`config.mk`:
```
export PLATFORM = sky130hd
export DESIGN_NAME = alu_exec_unit
export DESIGN_NICKNAME = d
export VERILOG_FILES = /design/src/rtl/alu_exec_unit.sv
export SDC_FILE = /design/constraint.sdc
export NUM_CORES = 1
export LEC_CHECK = 0
export BUFFER_PORTS_ARGS = -buffer_cell sky130_fd_sc_hd__clkbuf_2
export CAP_MARGIN = 20
export CORE_MARGIN = 5
export CORE_UTILIZATION = 30
export CTS_CLUSTER_DIAMETER = 150
export DETAILED_ROUTE_END_ITERATION = 12
export GPL_TIMING_DRIVEN = 1
export PLACE_DENSITY_LB_ADDON = 0.12
export SKIP_LAST_GASP = 1
export SYNTH_ARGS = -nofsm -noshare
export SYNTH_HDL_FRONTEND = slang
export SYNTH_SLANG_ARGS = --single-unit
```
`constraint.sdc`:
```
create_clock -name clk -period 3.36 [get_ports clk]
set_input_delay 0.672 -clock clk [delete_from_list [all_inputs] [get_ports clk]]
set_output_delay 0.672 -clock clk [all_outputs]
set_load 0.05 [all_outputs]
```
`src/rtl/alu_exec_unit.sv`:
```
// rtl/alu_exec_unit.sv - EX-stage ALU with registered result and iterative SLL/SRA
//
// Computes ADD/SUB/AND/OR/NOT in one cycle. SLL/SRA move one bit per cycle,
// so a shift by n takes n cycles. Valid/ready handshakes on both sides let
// the pipeline stall around multi-cycle shifts.
//
// Ports:
//   clk        system clock, rising edge
//   rst        asynchronous active-low reset
//   flush      synchronous pipeline flush; drops any in-flight op and the output
//   in_valid   opcode/operands valid
//   in_ready   unit can accept an operation this cycle
//   alu_op     0000 ADD, 0001 SUB, 0010 AND, 0011 OR, 0101 NOT, 0110 SLL,
//              1000 SRA; any other code is ADD
//   op_a       first operand / shift source
//   op_b       second operand / shift amount (low SHW bits)
//   out_valid  result register holds a valid result
//   out_ready  downstream consumes the result this cycle
//   result     registered result
//   zero       result == 0
//   sign       result MSB
//   ovf        signed overflow (ADD/SUB only)
//   busy       shift in progress, used by the hazard unit
module alu_exec_unit #(
    parameter int WIDTH = 16,
    parameter int SHW   = 4
) (
    input  logic             clk,
    input  logic             rst,
    input  logic             flush,
    input  logic             in_valid,
    output logic             in_ready,
    input  logic [3:0]       alu_op,
    input  logic [WIDTH-1:0] op_a,
    input  logic [WIDTH-1:0] op_b,
    output logic             out_valid,
    input  logic             out_ready,
    output logic [WIDTH-1:0] result,
    output logic             zero,
    output logic             sign,
    output logic             ovf,
    output logic             busy
);

    localparam logic [3:0] OP_SUB = 4'b0001;
    localparam logic [3:0] OP_AND = 4'b0010;
    localparam logic [3:0] OP_OR  = 4'b0011;
    localparam logic [3:0] OP_NOT = 4'b0101;
    localparam logic [3:0] OP_SLL = 4'b0110;
    localparam logic [3:0] OP_SRA = 4'b1000;

    typedef enum logic {IDLE, SHIFT} state_t;

    state_t           state_q, state_d;
    logic [SHW-1:0]   cnt_q;
    logic [WIDTH-1:0] work_q;
    logic             sra_q;

    logic             accept;
    logic             is_shift;
    logic             start_shift;
    logic             single_done;
    logic             shift_done;
    logic [SHW-1:0]   shamt;
    logic             is_sub;
    logic [WIDTH-1:0] b_eff;
    logic [WIDTH-1:0] sum;
    logic [WIDTH-1:0] alu_res;
    logic             alu_ovf;
    logic [WIDTH-1:0] work_shifted;

    assign shamt       = op_b[SHW-1:0];
    assign is_shift    = (alu_op == OP_SLL) || (alu_op == OP_SRA);
    assign in_ready    = (state_q == IDLE) && (!out_valid || out_ready) && !flush;
    assign accept      = in_valid && in_ready;
    // A zero-amount shift is just a pass-through, so it takes the single-cycle path.
    assign start_shift = accept && is_shift && (shamt != '0);
    assign single_done = accept && !start_shift;
    assign shift_done  = (state_q == SHIFT) && (cnt_q == SHW'(1));
    assign busy        = (state_q == SHIFT);

    assign work_shifted = sra_q ? {work_q[WIDTH-1], work_q[WIDTH-1:1]}
                                : {work_q[WIDTH-2:0], 1'b0};

    // SUB reuses the adder as a + ~b + 1; overflow checks the effective operand signs.
    assign is_sub = (alu_op == OP_SUB);
    assign b_eff  = is_sub ? ~op_b : op_b;
    assign sum    = op_a + b_eff + WIDTH'(is_sub);

    always_comb begin
        alu_res = sum;
        alu_ovf = (op_a[WIDTH-1] == b_eff[WIDTH-1]) && (sum[WIDTH-1] != op_a[WIDTH-1]);
        case (alu_op)
            OP_AND: begin alu_res = op_a & op_b; alu_ovf = 1'b0; end
            OP_OR:  begin alu_res = op_a | op_b; alu_ovf = 1'b0; end
            OP_NOT: begin alu_res = ~op_a;       alu_ovf = 1'b0; end
            OP_SLL,
            OP_SRA: begin alu_res = op_a;        alu_ovf = 1'b0; end
            default: ;
        endcase
    end

    always_comb begin
        state_d = state_q;
        if (flush) begin
            state_d = IDLE;
        end else begin
            case (state_q)
                IDLE:    if (start_shift) state_d = SHIFT;
                SHIFT:   if (shift_done)  state_d = IDLE;
                default: state_d = IDLE;
            endcase
        end
    end

    always_ff @(posedge clk or negedge rst) begin
        if (!rst) begin
            state_q <= IDLE;
        end else begin
            state_q <= state_d;
        end
    end

    always_ff @(posedge clk or negedge rst) begin
        if (!rst) begin
            out_valid <= 1'b0;
            result    <= '0;
            zero      <= 1'b0;
            sign      <= 1'b0;
            ovf       <= 1'b0;
            cnt_q     <= '0;
            work_q    <= '0;
            sra_q     <= 1'b0;
        end else if (flush) begin
            // Result/flags are left as-is; clearing out_valid marks them stale.
            out_valid <= 1'b0;
            cnt_q     <= '0;
        end else begin
            if (single_done) begin
                result    <= alu_res;
                zero      <= (alu_res == '0);
                sign      <= alu_res[WIDTH-1];
                ovf       <= alu_ovf;
                out_valid <= 1'b1;
            end else if (shift_done) begin
                result    <= work_shifted;
                zero      <= (work_shifted == '0);
                sign      <= work_shifted[WIDTH-1];
                ovf       <= 1'b0;
                out_valid <= 1'b1;
            end else if (out_ready) begin
                out_valid <= 1'b0;
            end

            if (start_shift) begin
                work_q <= op_a;
                cnt_q  <= shamt;
                sra_q  <= (alu_op == OP_SRA);
            end else if (state_q == SHIFT) begin
                work_q <= work_shifted;
                cnt_q  <= cnt_q - SHW'(1);
            end
        end
    end

endmodule

```
==> impl_metrics.env, run 1 <==
export IMPL_drt_pass1_iter_count=5
export IMPL_via_per_inst=5.17
export IMPL_vias=4215
export IMPL_whs_ps=216
export IMPL_final_common_cell="nor2_1"
export IMPL_worstRegToRegCells=8
export IMPL_die_height_um=126
export IMPL_leakage_nw=2.43
export IMPL_cts_root_buffer="clkbuf_16"
export IMPL_wl_per_cell_um=16.7
export IMPL_htreeDepth=2
export IMPL_yosysSeqAreaShare_pct=25.2
export IMPL_drive_gt1_share_pct=30.2
export IMPL_final_area_mm2=0.00547
export IMPL_clock_skew_ps=6.61
export IMPL_grt_start_max_net_pins=42
export IMPL_multi_input_area_mm2=0.00306
export IMPL_post_route_period_util_pct=97.7
export IMPL_min_period_ps=3280
export IMPL_hold_viol_final=0
export IMPL_grt_overflow_total=0
export IMPL_io_buffers=62
export IMPL_antenna_found_initial=0
export IMPL_dp_hpwl_um=10800
export IMPL_start_kind="input pin"
export IMPL_cts_tree="yes"
export IMPL_postSynthAreaPerCell_um2=7.67
export IMPL_gp_congestion=0.895
export IMPL_ff2ff_setup_slack_ps=820
export IMPL_worstPathMaxFanout=8
export IMPL_postPlaceCellArea_mm2=0.00501
export IMPL_drtIter0Drc=247
export IMPL_hold_buffers=0
export IMPL_clk_latency_ps=290
export IMPL_drc=0
export IMPL_power_density_mw_per_mm2=389
export IMPL_yosysUniqueCellTypes=67
export IMPL_syn_inst=530
export IMPL_dieArea_mm2=0.0160
export IMPL_ys_ff_latch=41
export IMPL_worstMarginPinSlew_ps=860
export IMPL_num_rows=42
export IMPL_nNetsFinal=701
export IMPL_rr_startpoint="busy$_DFF_PN0_"
export IMPL_min_path_type="in -> async"
export IMPL_crit_arrival_ps=3510
export IMPL_die_w_um=126
export IMPL_n_antenna_cell=0
export IMPL_grt_pass1_vias=4057
export IMPL_synth_flop_cell="dfrtp_1"
export IMPL_status="completed"
export IMPL_register_area_mm2=0.00103
export IMPL_path_class="in -> reg"
export IMPL_setup_tns_ps=0
export IMPL_async_flop_share_pct=100
export IMPL_crit_path_end="result[14]$_DFFE_PN0P_"
export IMPL_cp_end_kind="register"
export IMPL_clk_pin_slew_ps=60
export IMPL_grt_pass1_wl_um=21900
export IMPL_crit_required_ps=3590
export IMPL_core_mm2=0.0133
export IMPL_setup_violations_final=0
export IMPL_slew_viol_final=0
export IMPL_synth_area_mm2=0.00407
export IMPL_synth_edf_count=0
export IMPL_max_freq_mhz=305
export IMPL_start_util_pct=30.6
export IMPL_syn_nets=592
export IMPL_maxSlewHeadroom_pct=42.7
export IMPL_ant_nets=0
export IMPL_fin_ws_ps=78.6
export IMPL_ir_drop_uv=248
export IMPL_cts_buffer_depth=2
export IMPL_synth_warnings=0
export IMPL_maxCapViolations=0
export IMPL_final_cell_mix="nor2_1, buf_4, clkbuf_2"
export IMPL_area_delta_synth_final_pct=34.5
export IMPL_crit_start="alu_op[2]"
export IMPL_fillCellCount=1373
export IMPL_cts_inserted_buffers=5
export IMPL_rsz0062_at_grt="true"
export IMPL_ios=63
export IMPL_wl_um=13600
export IMPL_reg2reg_to="zero$_DFFE_PN0P_"
export IMPL_place_ws_ps=-338
export IMPL_numClockSinks=41
export IMPL_grt_use_total_pct=16.9
## logic make-up after synthesis
logic type	count (synthesis)	share of synthesized area, %
AOI/OAI and AO/OA	183	27.0
buffers and inverters	41	4.58
and+or+nand+nor	184	22.4
muxes	29	7.44
DFF	41	25.2
adders and majority gates	21	6.64
xor gates and xnor gates	31	6.67
## cell type report
| type | instances | area share, % |
|---|---|---|
| clock inverters | 2 | 0.686 |
| repair buffers | 136 | 17.5 |
| inverters | 7 | 0.480 |
| well taps | 176 | 4.03 |
| multi-input cells | 448 | 56.0 |
| clock buffers | 6 | 2.54 |
| flip-flops and latches | 41 | 18.8 |
## where the power goes
part | switching (W) | internal, W
Sequential | 0.0000420 | 0.000548
Combinational | 0.000577 | 0.000390
Clock | 0.000198 | 0.000371
Total | 0.000817 | 0.00131
## critical path, cell delays in order
cell	delay, ps
buf_6	100
nor4b_4	270
buf_6	180
buf_12	150
buf_6	100
xor2_2	60
ha_1	320
o211ai_1	110
o211ai_1	190
buf_4	160
a41oi_4	110
o21ai_2	200
a21oi_2	90
or4b_4	550
nand3_4	80
a221o_1	140
## metal layers
| layer | global-route usage [%] | share of wire [%] | up-vias |
|---|---|---|---|
| met3 | 1.77 | 4.0 | 10 |
| met4 | 3.60 | 1.2 | 0 |
| met1 | 23.5 | 47 | 1984 |
| li1 | - | - | 2130 |
| met5 | 0 | 0 | - |
| met2 | 28.4 | 48 | 91 |
## state kept, by name, indices dropped and copies added, names as in the netlist
name and cells:
result 16, sra_q 1, busy 1, work_q 16, cnt_q 4, zero 1
ovf 1, out_valid 1
## worst min-delay path by stage
stage                                       from                     end
after floorplan                              rst          busy$_DFF_PN0_
after global placement    result[13]$_DFFE_PN0P_  result[13]$_DFFE_PN0P_
after detailed placement   result[7]$_DFFE_PN0P_   result[7]$_DFFE_PN0P_
after CTS                  result[7]$_DFFE_PN0P_   result[7]$_DFFE_PN0P_
after global routing                         rst   out_valid$_DFFE_PN0P_
final                                        rst   out_valid$_DFFE_PN0P_
## cell usage after synthesis, types with 2 or more instances
cell type / count / share of area [%]
a211o_1: 2 / 0.43
a32oi_1: 2 / 0.43
o22ai_1: 8 / 1.2
buf_2: 5 / 0.62
o21ai_0: 64 / 7.9
a31oi_1: 2 / 0.31
nor3_1: 8 / 0.98
or2_2: 2 / 0.31
nand2_1: 50 / 4.6
a21oi_1: 60 / 7.4
nand2b_1: 3 / 0.46
nand4_1: 5 / 0.77
o21a_1: 3 / 0.55
o221ai_1: 8 / 1.7
o211ai_1: 3 / 0.55
clkbuf_1: 23 / 2.1
xnor2_1: 11 / 2.4
nand3b_1: 2 / 0.37
ha_1: 20 / 6.2
nor2b_1: 4 / 0.62
dfrtp_1: 41 / 25
o21bai_1: 4 / 0.74
a211oi_1: 8 / 1.5
a21o_1: 4 / 0.74
mux2i_1: 19 / 4.7
a2111o_1: 2 / 0.55
nand3_1: 6 / 0.74
a22oi_1: 2 / 0.37
mux2_2: 10 / 2.8
nor2_1: 78 / 7.2
buf_6: 2 / 0.55
inv_1: 7 / 0.65
nor4_1: 2 / 0.31
and3b_1: 3 / 0.65
xor2_1: 20 / 4.3
buf_4: 3 / 0.55
or3_1: 2 / 0.31
and2_1: 3 / 0.46
## per-stage QoR
| stage | utilization, % | total power (W) | instances |
|---|---|---|---|
| global placement | 37.7 | 0.00150 | 799 |
| CTS | 39.1 | 0.00208 | 807 |
| floorplan | - | 0.00115 | 530 |
| detailed placement | 37.7 | 0.00151 | 799 |
| finish | 41.1 | 0.00213 | 816 |
| global route | 41.1 | 0.00225 | 816 |
## timing repair
item	4_1_cts	5_1_grt
gates cloned	0	0
pin swaps	0	25
gates resized for setup	1	41
setup buffers	0	7
setup endpoints to repair	2	11
No activity file was read; power rests on OpenSTA's default activity.
==> inputs of run 2 (changes only) <==
CORE_UTILIZATION = 60   (was 30)
GPL_ROUTABILITY_DRIVEN = 0   (was unset)
RECOVER_POWER = 50   (was unset)
==> impl_metrics.env, run 2 (synthesis gave the netlist of run 1 again) <==
export IMPL_min_period_ps=3320
export IMPL_drtIter0Drc=308
export IMPL_via_per_inst=6.19
export IMPL_post_route_period_util_pct=98.9
export IMPL_cts_tree="yes"
export IMPL_ios=63
export IMPL_clk_latency_ps=290
export IMPL_dp_hpwl_um=9320
export IMPL_dr_wl_met3_um=892
export IMPL_ff2ff_setup_slack_ps=900
export IMPL_whs_ps=161
export IMPL_grt_pass1_vias=4036
export IMPL_max_freq_mhz=301
export IMPL_final_area_mm2=0.00500
export IMPL_reg_largest_list="result: 16 flops, work_q: 16 flops, cnt_q: 4 flops"
export IMPL_setup_violations_final=0
export IMPL_die_w_um=92.3
export IMPL_wl_met1_um=5290
export IMPL_crit_required_ps=3570
export IMPL_worstMarginPinSlew_ps=2000
export IMPL_core_mm2=0.00668
export IMPL_start_util_pct=60.9
export IMPL_ir_drop_uv=167
export IMPL_postPlaceCellArea_mm2=0.00481
export IMPL_maxSlewHeadroom_pct=-33.2
export IMPL_hold_viol_final=0
export IMPL_n_antenna_cell=0
export IMPL_antenna_found_initial=0
export IMPL_start_kind="input pin"
export IMPL_die_height_um=92.3
export IMPL_wl_um=12200
export IMPL_clk_pin_slew_ps=80
export IMPL_leakage_nw=2.27
export IMPL_fin_ws_ps=37.1
export IMPL_power_density_mw_per_mm2=369
export IMPL_io_buffers=62
export IMPL_num_rows=30
export IMPL_drc=0
export IMPL_worstPathMaxFanout=10
export IMPL_status="finished with violations"
export IMPL_dieArea_mm2=0.00853
export IMPL_ant_nets=0
export IMPL_worstRegToRegCells=6
export IMPL_place_ws_ps=-329
export IMPL_grt_pass1_wl_um=19600
export IMPL_crit_start="alu_op[1]"
export IMPL_rr_startpoint="sra_q$_DFFE_PN0P_"
export IMPL_grt_overflow_total=0
export IMPL_nNetsFinal=690
export IMPL_wl_met2_um=5650
export IMPL_grt_start_max_net_pins=42
export IMPL_htreeDepth=2
export IMPL_drive_gt1_share_pct=25.4
export IMPL_final_common_cell="nor2_1"
export IMPL_wl_per_cell_um=17.3
export IMPL_maxCapViolations=1
export IMPL_crit_arrival_ps=3540
export IMPL_total_power_w=0.00184
export IMPL_area_delta_synth_final_pct=22.9
export IMPL_cts_inserted_buffers=5
export IMPL_cts_buffer_depth=2
export IMPL_reg2reg_to="zero$_DFFE_PN0P_"
export IMPL_fillCellCount=529
export IMPL_slew_viol_final=40
export IMPL_rsz0062_at_grt="true"
export IMPL_violations="max-capacitance violations, max-slew violations"
export IMPL_vias=4392
export IMPL_cp_end_kind="register"
export IMPL_clock_skew_ps=3.17
export IMPL_cts_root_buffer="clkbuf_8"
export IMPL_final_core_util_pct=74.8
export IMPL_numClockSinks=41
export IMPL_grt_use_total_pct=28.2
export IMPL_min_path_type="in -> async"
export IMPL_path_class="in -> reg"
export IMPL_top_layer="met4"
export IMPL_final_cell_mix="nor2_1, o21ai_0, buf_4"
export IMPL_drt_pass1_iter_count=4
run 2: changes by cell type in the layout (fill, tap and decap cells not counted), sizes merged:
cell,delta
clkinvlp,-1
clkbuf,+2
buf,-12
clkinv,+1
bufinv,-1
run 2: area by class of cell:
class / count / area [µm²] / share of cell area (%)
multi-input combinational: 448 / 2950 / 58.9
sequential: 41 / 1030 / 20.5
timing repair buffer: 125 / 800 / 16.0
tap: 80 / 100 / 2.00
clock buffer: 7 / 96.3 / 1.93
inverter: 7 / 26.3 / 0.526
clock inverter: 1 / 5.00 / 0.100
run 2: how the worst max path moves through the flow:
| stage | slack (ps) | depth (start not counted) | end |
|---|---|---|---|
| after floorplan | -2 | 14 | result[14]$_DFFE_PN0P_ |
| after global placement | -210 | 13 | zero$_DFFE_PN0P_ |
| after detailed placement | -330 | 13 | zero$_DFFE_PN0P_ |
| after CTS | 90 | 13 | zero$_DFFE_PN0P_ |
| after global routing | -140 | 15 | zero$_DFFE_PN0P_ |
| final | 40 | 15 | zero$_DFFE_PN0P_ |
run 2: power breakdown:
group / internal, W / switching [W]
registers: 0.000547 / 0.0000422
logic: 0.000350 / 0.000553
clock network: 0.000186 / 0.000166
total: 0.00108 / 0.000761
run 2: per-layer routing:
layer  vias up  GRT usage, %
li1       2113             -
met3        29          1.71
met5         -             0
met1      2044          39.0
met2       206          46.3
met4         0          10.9
run 2: metrics by stage:
step / std cells / TNS (ps)
3_3_place_gp: 696 / -969
3_5_place_dp: 696 / -2060
2_1_floorplan: 530 / -1.83
4_1_cts: 704 / 0
5_1_grt: 709 / -261
6_report: 709 / 0
run 2: critical path, cell delays in order:
cell and delay (ps):
buf_6 100, nor4b_4 330, buf_4 180, buf_8 130
buf_12 140, xor2_1 170, ha_1 270, a21oi_1 120
o21ai_0 160, a211o_1 290, a31oi_1 170, o211ai_1 160
nor4_1 310, nand4_1 150, o31ai_2 180
run 2: timing repair:
action | 4_1_cts | 5_1_grt
pin swaps | 0 | 13
hold buffers | 0 | 0
endpoints found under the setup margin | 1 | 8
buffers inserted | 0 | 4
gates resized for setup | 1 | 17
